==> config.mk <==
export PLATFORM = sky130hd
export DESIGN_NAME = npu_sram_burst_reader
export DESIGN_NICKNAME = d
export VERILOG_FILES = /design/src/rtl/npu_sram_pkg.sv /design/src/rtl/npu_sync_fifo.sv /design/src/rtl/npu_sram_burst_reader.sv
export SDC_FILE = /design/constraint.sdc
export NUM_CORES = 1
export LEC_CHECK = 0
export CAP_MARGIN = 20
export CORE_UTILIZATION = 45
export CTS_BUF_LIST = sky130_fd_sc_hd__clkbuf_4
export CTS_CLUSTER_SIZE = 20
export DETAILED_ROUTE_END_ITERATION = 10
export GPL_ROUTABILITY_DRIVEN = 0
export PLACE_DENSITY_LB_ADDON = 0.08
export SYNTH_ARGS = -nofsm -noshare
export SYNTH_HDL_FRONTEND = slang
export SYNTH_SLANG_ARGS = --single-unit
==> constraint.sdc <==
create_clock -name clk -period 4.2 [get_ports clk]
set_input_delay 0.63 -clock clk [delete_from_list [all_inputs] [get_ports clk]]
set_output_delay 0.63 -clock clk [all_outputs]
set_load 0.01 [all_outputs]
==> src/rtl/npu_sram_pkg.sv <==
// Shared widths, FSM state encoding and FIFO entry layout for the NPU SRAM
// s2 burst reader.
package npu_sram_pkg;

    localparam int ADDR_W = 14;  // SRAM word address, 16384 words
    localparam int DATA_W = 16;  // SRAM word width
    localparam int LEN_W  = 15;  // command length, 0..16384 words

    typedef enum logic [1:0] {
        IDLE,
        ISSUE,
        DRAIN
    } state_t;

    // One returned word plus the tag marking the final word of a command.
    typedef struct packed {
        logic              last;
        logic [DATA_W-1:0] data;
    } fifo_entry_t;

    localparam int ENTRY_W = $bits(fifo_entry_t);

endpackage

==> src/rtl/npu_sync_fifo.sv <==
// Synchronous show-ahead FIFO: the head entry is presented on rd_data whenever
// the FIFO is not empty, and rd_en pops it. DEPTH must be a power of two.
module npu_sync_fifo #(
    parameter int WIDTH = 17,
    parameter int DEPTH = 4
) (
    input  logic                     clk,
    input  logic                     reset,
    input  logic                     wr_en,
    input  logic [WIDTH-1:0]         wr_data,
    input  logic                     rd_en,
    output logic [WIDTH-1:0]         rd_data,
    output logic                     empty,
    output logic [$clog2(DEPTH):0]   count
);

    localparam int PTR_W = $clog2(DEPTH);

    logic [WIDTH-1:0] mem [DEPTH];
    logic [PTR_W-1:0] wr_ptr;
    logic [PTR_W-1:0] rd_ptr;
    logic             full;
    logic             do_wr;
    logic             do_rd;

    assign full    = (count == (PTR_W+1)'(DEPTH));
    assign empty   = (count == '0);
    assign do_rd   = rd_en && !empty;
    // A write into a full FIFO is only taken when the head leaves in the same cycle.
    assign do_wr   = wr_en && (!full || do_rd);
    assign rd_data = mem[rd_ptr];

    // Storage write; entries are qualified by count, so contents need no clear.
    // NOTE: storage arrays are deliberately not reset -- only pointers and count define validity, and a reset on the array would stop it mapping to RAM/cheap flops.
    always_ff @(posedge clk) begin
        if (do_wr) begin
            mem[wr_ptr] <= wr_data;
        end
    end

    // Pointer and occupancy tracking; pointers wrap naturally at DEPTH.
    // NOTE: sequential state uses non-blocking assignments so every flop samples pre-edge values regardless of statement order.
    always_ff @(posedge clk or posedge reset) begin
        if (reset) begin
            wr_ptr <= '0;
            rd_ptr <= '0;
            count  <= '0;
        end else begin
            if (do_wr) begin
                wr_ptr <= wr_ptr + PTR_W'(1);
            end
            if (do_rd) begin
                rd_ptr <= rd_ptr + PTR_W'(1);
            end
            count <= count + (PTR_W+1)'(do_wr) - (PTR_W+1)'(do_rd);
        end
    end

endmodule

==> src/rtl/npu_sram_burst_reader.sv <==
// Avalon-MM read master for SRAM port s2. A command (base address, length)
// becomes a run of single-word reads, one per cycle while credit allows; the
// returned words are delivered in order on a valid/ready stream.
module npu_sram_burst_reader
    import npu_sram_pkg::*;
#(
    parameter int FIFO_DEPTH = 4
) (
    input  logic              clk,
    input  logic              reset,
    // command
    input  logic              cmd_valid,
    output logic              cmd_ready,
    input  logic [ADDR_W-1:0] cmd_addr,
    input  logic [LEN_W-1:0]  cmd_len,
    // SRAM s2 master
    output logic [ADDR_W-1:0] avm_address,
    output logic              avm_chipselect,
    output logic              avm_write,
    output logic [1:0]        avm_byteenable,
    output logic [DATA_W-1:0] avm_writedata,
    output logic              avm_clken,
    input  logic [DATA_W-1:0] avm_readdata,
    // output stream
    output logic              out_valid,
    input  logic              out_ready,
    output logic [DATA_W-1:0] out_data,
    output logic              out_last,
    // status
    output logic              busy,
    output logic              done
);

    localparam int CNT_W = $clog2(FIFO_DEPTH) + 1;

    state_t            state_q;
    state_t            state_next;
    logic [ADDR_W-1:0] addr_q;
    logic [LEN_W-1:0]  remaining_q;
    logic              inflight_q;
    logic              inflight_last_q;
    logic              done_q;

    logic              accept;
    logic              issue;
    logic              drain_done;
    logic              pop;
    logic              fifo_empty;
    logic [CNT_W-1:0]  fifo_count;
    logic [CNT_W:0]    credit_used;
    logic              credit_ok;
    fifo_entry_t       wr_entry;
    fifo_entry_t       head;
    logic [ENTRY_W-1:0] head_bits;

    // Read-only master: the write side of the port is permanently idle.
    assign avm_write      = 1'b0;
    assign avm_byteenable = 2'b11;
    assign avm_writedata  = '0;
    assign avm_clken      = 1'b1;

    assign avm_address    = addr_q;
    assign avm_chipselect = issue;

    assign out_valid = !fifo_empty;
    assign pop       = out_valid && out_ready;
    assign head      = fifo_entry_t'(head_bits);
    assign out_data  = head.data;
    assign out_last  = out_valid && head.last;

    assign busy = (state_q != IDLE);
    assign done = done_q;

    // Every issued word needs a FIFO slot when it returns next cycle: count the
    // word already in flight, and free the slot the head vacates this cycle.
    assign credit_used = {1'b0, fifo_count} + (CNT_W+1)'(inflight_q) - (CNT_W+1)'(pop);
    assign credit_ok   = (credit_used < (CNT_W+1)'(FIFO_DEPTH));

    // State register.
    always_ff @(posedge clk or posedge reset) begin
        if (reset) begin
            state_q <= IDLE;
        end else begin
            state_q <= state_next;
        end
    end

    // Next-state logic and per-cycle strobes.
    // NOTE: every signal driven here gets a default first, so no path through the case can leave one unassigned and infer a latch.
    always_comb begin
        state_next = state_q;
        cmd_ready  = 1'b0;
        accept     = 1'b0;
        issue      = 1'b0;
        drain_done = 1'b0;
        case (state_q)
            IDLE: begin
                cmd_ready = 1'b1;
                if (cmd_valid) begin
                    accept = 1'b1;
                    if (cmd_len != '0) begin
                        state_next = ISSUE;
                    end
                end
            end
            ISSUE: begin
                if (remaining_q != '0 && credit_ok) begin
                    issue = 1'b1;
                    if (remaining_q == LEN_W'(1)) begin
                        state_next = DRAIN;
                    end
                end
            end
            DRAIN: begin
                // The last-tagged word is the final FIFO entry, so its pop
                // also leaves the FIFO empty.
                if (pop && head.last) begin
                    drain_done = 1'b1;
                    state_next = IDLE;
                end
            end
            default: begin
                state_next = IDLE;
            end
        endcase
    end

    // Command address/length tracking, in-flight read flag and done pulse.
    always_ff @(posedge clk or posedge reset) begin
        if (reset) begin
            addr_q          <= '0;
            remaining_q     <= '0;
            inflight_q      <= 1'b0;
            inflight_last_q <= 1'b0;
            done_q          <= 1'b0;
        end else begin
            if (accept) begin
                addr_q      <= cmd_addr;
                remaining_q <= cmd_len;
            end else if (issue) begin
                addr_q      <= addr_q + ADDR_W'(1);  // wraps modulo 2^ADDR_W
                remaining_q <= remaining_q - LEN_W'(1);
            end
            // Read latency is exactly one cycle: the flag set by an issue is
            // consumed by the capture on the following edge.
            inflight_q      <= issue;
            inflight_last_q <= issue && (remaining_q == LEN_W'(1));
            done_q          <= (accept && (cmd_len == '0)) || drain_done;
        end
    end

    assign wr_entry = '{last: inflight_last_q, data: avm_readdata};

    npu_sync_fifo #(
        .WIDTH (ENTRY_W),
        .DEPTH (FIFO_DEPTH)
    ) u_fifo (
        .clk     (clk),
        .reset   (reset),
        .wr_en   (inflight_q),
        .wr_data (wr_entry),
        .rd_en   (pop),
        .rd_data (head_bits),
        .empty   (fifo_empty),
        .count   (fifo_count)
    );

endmodule

# Yosys cells after proc, flatten, opt, wreduce, memory -nomap -nowiden
# Memories as Yosys holds them, arrays and structs flattened.
# Index checks and enable logic that the tools add are counted.
[op_classes] n_addsub=8 order_cmp=1 eq_ne=9 muxes=19 reduce_logical=20
[ops] op="two-way mux 15 bit" count=2
[ops] op="nonzero test 15 bit" count=2
[ops] op="two-way mux 14 bit" count=2
[ops] op="equality test 15 x 1 -> 1 bit, second input constant" count=1
[ops] op="zero test 15 bit" count=1
[ops] op="subtractor 15 x 1 -> 15 bit, second input constant" count=1
[ops] op="adder 14 x 1 -> 14 bit, second input constant" count=1
[ops] op="two-way mux 2 bit" count=5
[ops] op="!= test 2 bit, second input constant" count=5
[ops] op="two-way mux 1 bit" count=9
[ops] op="logical AND 1 bit" count=8
[ops] op="one-hot mux 2 bit (3 select lines)" count=1
[ops] op="AND reduction 5 bit" count=1
[ops] op="adder 2 x 1 -> 2 bit, second input constant" count=2
[ops] op="adder 3 x 1 -> 4 bit" count=1
[ops] op="less-than comparator 4 x 3 -> 1 bit, second input constant" count=1
[ops] op="nonzero test 2 bit" count=2
[ops] op="subtractor 4 x 1 -> 4 bit" count=1
[ops] op="adder 3 x 1 -> 3 bit" count=1
[ops] op="equality test 3 bit, second input constant" count=1
[ops] op="zero test 3 bit" count=1
[ops] op="subtractor 3 x 1 -> 3 bit" count=1
[ops] op="equality test 2 x 1 -> 1 bit, second input constant" count=1
[ops] op="equality test 2 bit, second input constant" count=1
[ops] op="other kinds (3)" count=5
[word_totals] reg_bits=41 mem_bits_rw=68 in_bits=49 n_memories=1
[memory_table] memory="u_fifo.mem" depth=4 word_bits=17 read_ports=1 rd_ports_with_merged_regs=0 write_ports=1 line_no="npu_sync_fifo.sv:19" rtl="logic [WIDTH-1:0] mem [DEPTH];"

# Logic depth before layout (Yosys ltp)
# Gate-level depths: netlist of run 1.
[depth] ltp_word=10 mapped_depth=14

# Cells and area by module
# A second synthesis of run 1 with hierarchy kept.
[hier_totals] hier_cells=389 area_unflattened_um2=5128.7
[by_module_without_submodules] mod="npu_sync_fifo" n_inst=1 cells_per_inst=125 area_per_inst_um2=2862.7 seq_area_each_um2=2217.1
[by_module_without_submodules] mod="npu_sram_burst_reader" n_inst=1 cells_per_inst=264 area_per_inst_um2=2265.9 seq_area_each_um2=850.8

# Worst setup path after synthesis of run 1
# No wires, ideal clock.
[synth_path] path_type="register -> output" start="reg u_fifo.count[1]" end="out avm_chipselect" t_arrival_ns=3.049 path_slack_ns=0.521 stages_incl_launch_ff=12 cell_sequence="dfrtp_1 -> or3_1 -> and2_1 -> clkbuf_1 -> ha_1 -> inv_1 -> ha_1 -> and3b_1 -> or4_4 -> a211o_1 -> inv_1 -> clkbuf_1"
[synth_between] elab_chain_cells=8 elab_cells_between_ends=9 classes_between="add/sub: 2; order compare: 1; mux: 2; reduce/logical: 4"
[synth_rtl] item="from (decl)" line_no="npu_sync_fifo.sv:14" rtl="output logic [$clog2(DEPTH):0] count"
[synth_rtl] item="from (signal assigned)" line_no="npu_sync_fifo.sv:55" rtl="count <= count + (PTR_W+1)'(do_wr) - (PTR_W+1)'(do_rd);"
[synth_rtl] item="zero test 3 bit" line_no="npu_sync_fifo.sv:27" rtl="assign empty = (count == '0);"
[synth_rtl] item="zero test 1 bit" line_no="npu_sram_burst_reader.sv:65" rtl="assign out_valid = !fifo_empty;"
[synth_rtl] item="via out_valid" line_no="npu_sram_burst_reader.sv:25" rtl="output logic out_valid,"
[synth_rtl] item="logical AND 1 bit" line_no="npu_sram_burst_reader.sv:66" rtl="assign pop = out_valid && out_ready;"
[synth_rtl] item="subtractor 4 x 1 -> 4 bit" line_no="npu_sram_burst_reader.sv:76" rtl="assign credit_used = {1'b0, fifo_count} + (CNT_W+1)'(inflight_q) - (CNT_W+1)'(pop);"
[synth_rtl] item="less-than comparator 4 x 3 -> 1 bit" line_no="npu_sram_burst_reader.sv:77" rtl="assign credit_ok = (credit_used < (CNT_W+1)'(FIFO_DEPTH));"
[synth_rtl] item="logical AND 1 bit" line_no="npu_sram_burst_reader.sv:107" rtl="if (remaining_q != '0 && credit_ok) begin"
[synth_rtl] item="two-way mux 1 bit" line_no="npu_sram_burst_reader.sv:107"
[synth_rtl] item="two-way mux 1 bit" line_no="npu_sram_burst_reader.sv:96" rtl="case (state_q)"
[synth_rtl] item="to (decl)" line_no="npu_sram_burst_reader.sv:18" rtl="output logic avm_chipselect,"
# The timed path passes the listed nets, and every way through them passes these cells.

# Final worst setup path of run 1
[layout_path] start="reg u_fifo.count[1]" end="out avm_chipselect"
[layout_between] elab_chain_cells=8 elab_cells_between_ends=9 classes_between="add/sub: 2; order compare: 1; mux: 2; reduce/logical: 4"
[layout_rtl] item="branches (longest 3 deep; another with adder 3 x 1 -> 4 bit)"
[layout_rtl] item="subtractor 4 x 1 -> 4 bit (*)" line_no="npu_sram_burst_reader.sv:76"
[layout_rtl] item="less-than comparator 4 x 3 -> 1 bit (*)" line_no="npu_sram_burst_reader.sv:77"
[layout_rtl] item="logical AND 1 bit (*)" line_no="npu_sram_burst_reader.sv:107"
[layout_rtl] item="two-way mux 1 bit (*)" line_no="npu_sram_burst_reader.sv:107"
[layout_rtl] item="two-way mux 1 bit (*)" line_no="npu_sram_burst_reader.sv:96"
# Mark *: on every way between the ends.

==> metrics, run 1 <==
Max Fanout on Critical Path 3; Final Cycle Share 93.6%; Max H-tree Level 3; Slew @ Worst Pin 0.946 ns; cell count after synthesis roughly 380; final setup margin 0.269 ns; register area 3070 µm²; # diodes 0; Max Cap Viol 0; placed cell count 590; Routed Antenna Nets 0; largest net degree at the start of global routing between 40 and 50; drc violations 0; Min-Delay Path Class register to register; pre-CTS WS 0.198 ns; worst vdd ir 0.000361 V; hold slack 0.499 ns; leak pwr 2.26 nW; PwrDens approximately 640 nW/µm²; synthesized cell area 5070 µm²; post-DP HPWL about 6700 µm; setup TNS 0 ns; Clock transition at path regs 0.16 ns; CTS tree yes; footprint of the multi-input gates 1780 µm²; Final min period 3.93 ns; Max Transition Viols Final 0; Clock Skews roughly 0.018 ns; final hold vios 0; initial antenna violation count 0; DR WL/cell 16.5 µm; RSZ-0062 raised after global routing false; grt ovf 0; Vias/cell 5.49; #FFs+latches synth 109; number of global-route vias before repair roughly 3300; Layout fillers 909; initial core utilization 46.6%; CP arrival 3.30 ns; first-pass GRT wire length 16200 µm; Area Overhead vs Synth 20.8%; final-stage net count 523; CP startpoint kind register; library cells used by synthesis 55; CP required roughly 3.6 ns; post-synthesis sequential area ratio 60.5%; Overall Global Routing Usage 18.4%; Port Buffers 84; total wire length 10000 µm; dominant synthesized flop cell edfxtp_1; clock latency on the worst-skew pair 0.45 ns; Core Box Area 10900 µm²; Worst slew margin approximately 37%; IO Pins approximately 110; Synth async-reset ratio around 38%; Clock Tree Buf Depth 2; Syn Area/Cell 13.4 µm²; DP Area 5970 µm²; routed via count ~3300; Peak Freq 0.254 GHz; Die Y 108 µm; Crit Path Category register to output pin; Post-synth EDFFs 68; Clock Sinks 109; design area 6130 µm²; Final Setup Violations 0; Cell Rows 38; TritonRoute pass-1 iters 4; total die area roughly 12000 µm²; DRT iter0 DRCs 151; CTS root buf clkbuf_4; Crit. End Element output pin; CTS Buf Count 9; Synth Warn # 0; final non-filler cell total 607; share of layout cells above drive strength 1 about a tenth; status completed; Die X 108 µm
## stage by stage
step / util [%] / power (mW)
floorplan: - / 2.74
global placement: 54.9 / 3.36
detailed placement: 54.9 / 3.40
CTS: 56.3 / 3.95
global route: 56.3 / 4.18
finish: 56.3 / 3.90
## flip-flops by register name (all words and copies together) (netlist names)
| register | cells |
|---|---|
| u_fifo.count | 3 |
| state_q | 2 |
| u_fifo.rd_ptr | 2 |
| inflight_q | 1 |
| inflight_last_q | 1 |
| avm_address | 14 |
| u_fifo.mem | 68 |
| remaining_q | 15 |
| done | 1 |
| u_fifo.wr_ptr | 2 |
## layout by cell type (no fill, tap or decap), types with 9 or more instances in the layout
master and instances:
dfrtp_1 40, conb_1 20, inv_1 16, nor2_1 16, nand2_1 32, edfxtp_1 68
mux4_2 17, clkbuf_4 9, nor4_1 9, o211ai_1 9, ha_1 11, nand3_1 20
clkdlybuf4s50_1 83, mux2i_1 9
## final timing paths
kind	depth (start not counted)	from	end	slack, ns
max reg2reg	11	u_fifo.count[1]$_DFF_PP0_	avm_address[10]$_DFFE_PP0P_	0.69
min	1	state_q[0]$_DFFE_PP0P_	done$_DFF_PP0_	0.50
max	10	u_fifo.count[1]$_DFF_PP0_	avm_chipselect	0.27
max in group asynchronous	3	reset	u_fifo.count[1]$_DFF_PP0_	3.23
min reg2reg	1	state_q[0]$_DFFE_PP0P_	done$_DFF_PP0_	0.50
min in group asynchronous	3	reset	avm_address[5]$_DFFE_PP0P_	0.58
## power breakdown
group          switching, mW  internal, mW  total (mW)
registers              0.252          1.42        1.67
clock network          0.354         0.191       0.545
logic                  0.828         0.862        1.69
## cells in the mapped netlist (9+ instances only)
cell      count  share of area, %
clkbuf_1     10              0.74
nor4_1        9               1.1
mux4_2       17               7.5
dfrtp_1      41                20
nand2_1      32               2.4
o211ai_1      9               1.3
nand3_1      20               2.0
mux2i_1       9               1.8
buf_4        20               3.0
ha_1         11               2.7
nor2_1       16               1.2
edfxtp_1     68                40
inv_1        16               1.2
## layout make-up
type	count	area share (%)
sequential	109	50.1
inverter	16	0.980
clock buffer	9	1.10
clock inverter	7	1.27
tap	140	2.86
multi-input combinational	234	29.0
timing repair buffer	92	14.7
## logic make-up after synthesis
family | after synthesis | share of synthesized area [%]
and+or+nand+nor | 121 | 12.5
muxes | 26 | 9.32
AOI/OAI and AO/OA | 50 | 7.77
DFF | 109 | 60.5
xor gates and xnor gates | 5 | 0.863
buffers and inverters | 53 | 5.80
other | 2 | 0.148
adders and majority gates | 12 | 3.11
## timing repair
| item | in CTS | in global routing |
|---|---|---|
| endpoints found under the setup margin | 1 | 0 |
| hold buffers | 0 | 0 |
| setup buffers | 1 | 0 |
| gates resized for setup | 2 | 0 |
## worst max-delay path, stage by stage, from the launching register on
cell and delay (ns):
dfrtp_2 0.43, or3_1 0.41, and2_1 0.20, ha_1 0.21, inv_1 0.06, ha_1 0.21, and3b_1 0.17, or4_4 0.48
a211o_1 0.30, inv_1 0.11, dlygate4sd2_1 0.28
## layer usage
metal / share of wire [%] / GRT usage (%) / up-vias
met1: 45 / 25.2 / 1646
met3: 5.3 / 3.44 / 13
met5: 0 / 0 / -
met4: 1.6 / 7.44 / 0
li1: - / - / 1575
met2: 48 / 29.1 / 101
No activity file was read; power rests on OpenSTA's default activity.
==> inputs of run 2 (changes only) <==
--- a/config.mk
+++ b/config.mk
@@ -8,10 +8,10 @@
 export CAP_MARGIN = 20
 export CORE_UTILIZATION = 45
 export CTS_BUF_LIST = sky130_fd_sc_hd__clkbuf_4
-export CTS_CLUSTER_SIZE = 20
 export DETAILED_ROUTE_END_ITERATION = 10
 export GPL_ROUTABILITY_DRIVEN = 0
 export PLACE_DENSITY_LB_ADDON = 0.08
+export SKIP_LAST_GASP = 1
 export SYNTH_ARGS = -nofsm -noshare
 export SYNTH_HDL_FRONTEND = slang
 export SYNTH_SLANG_ARGS = --single-unit
==> results of run 2 <==
Final layout, timing and power as in run 1 (identical DEF).
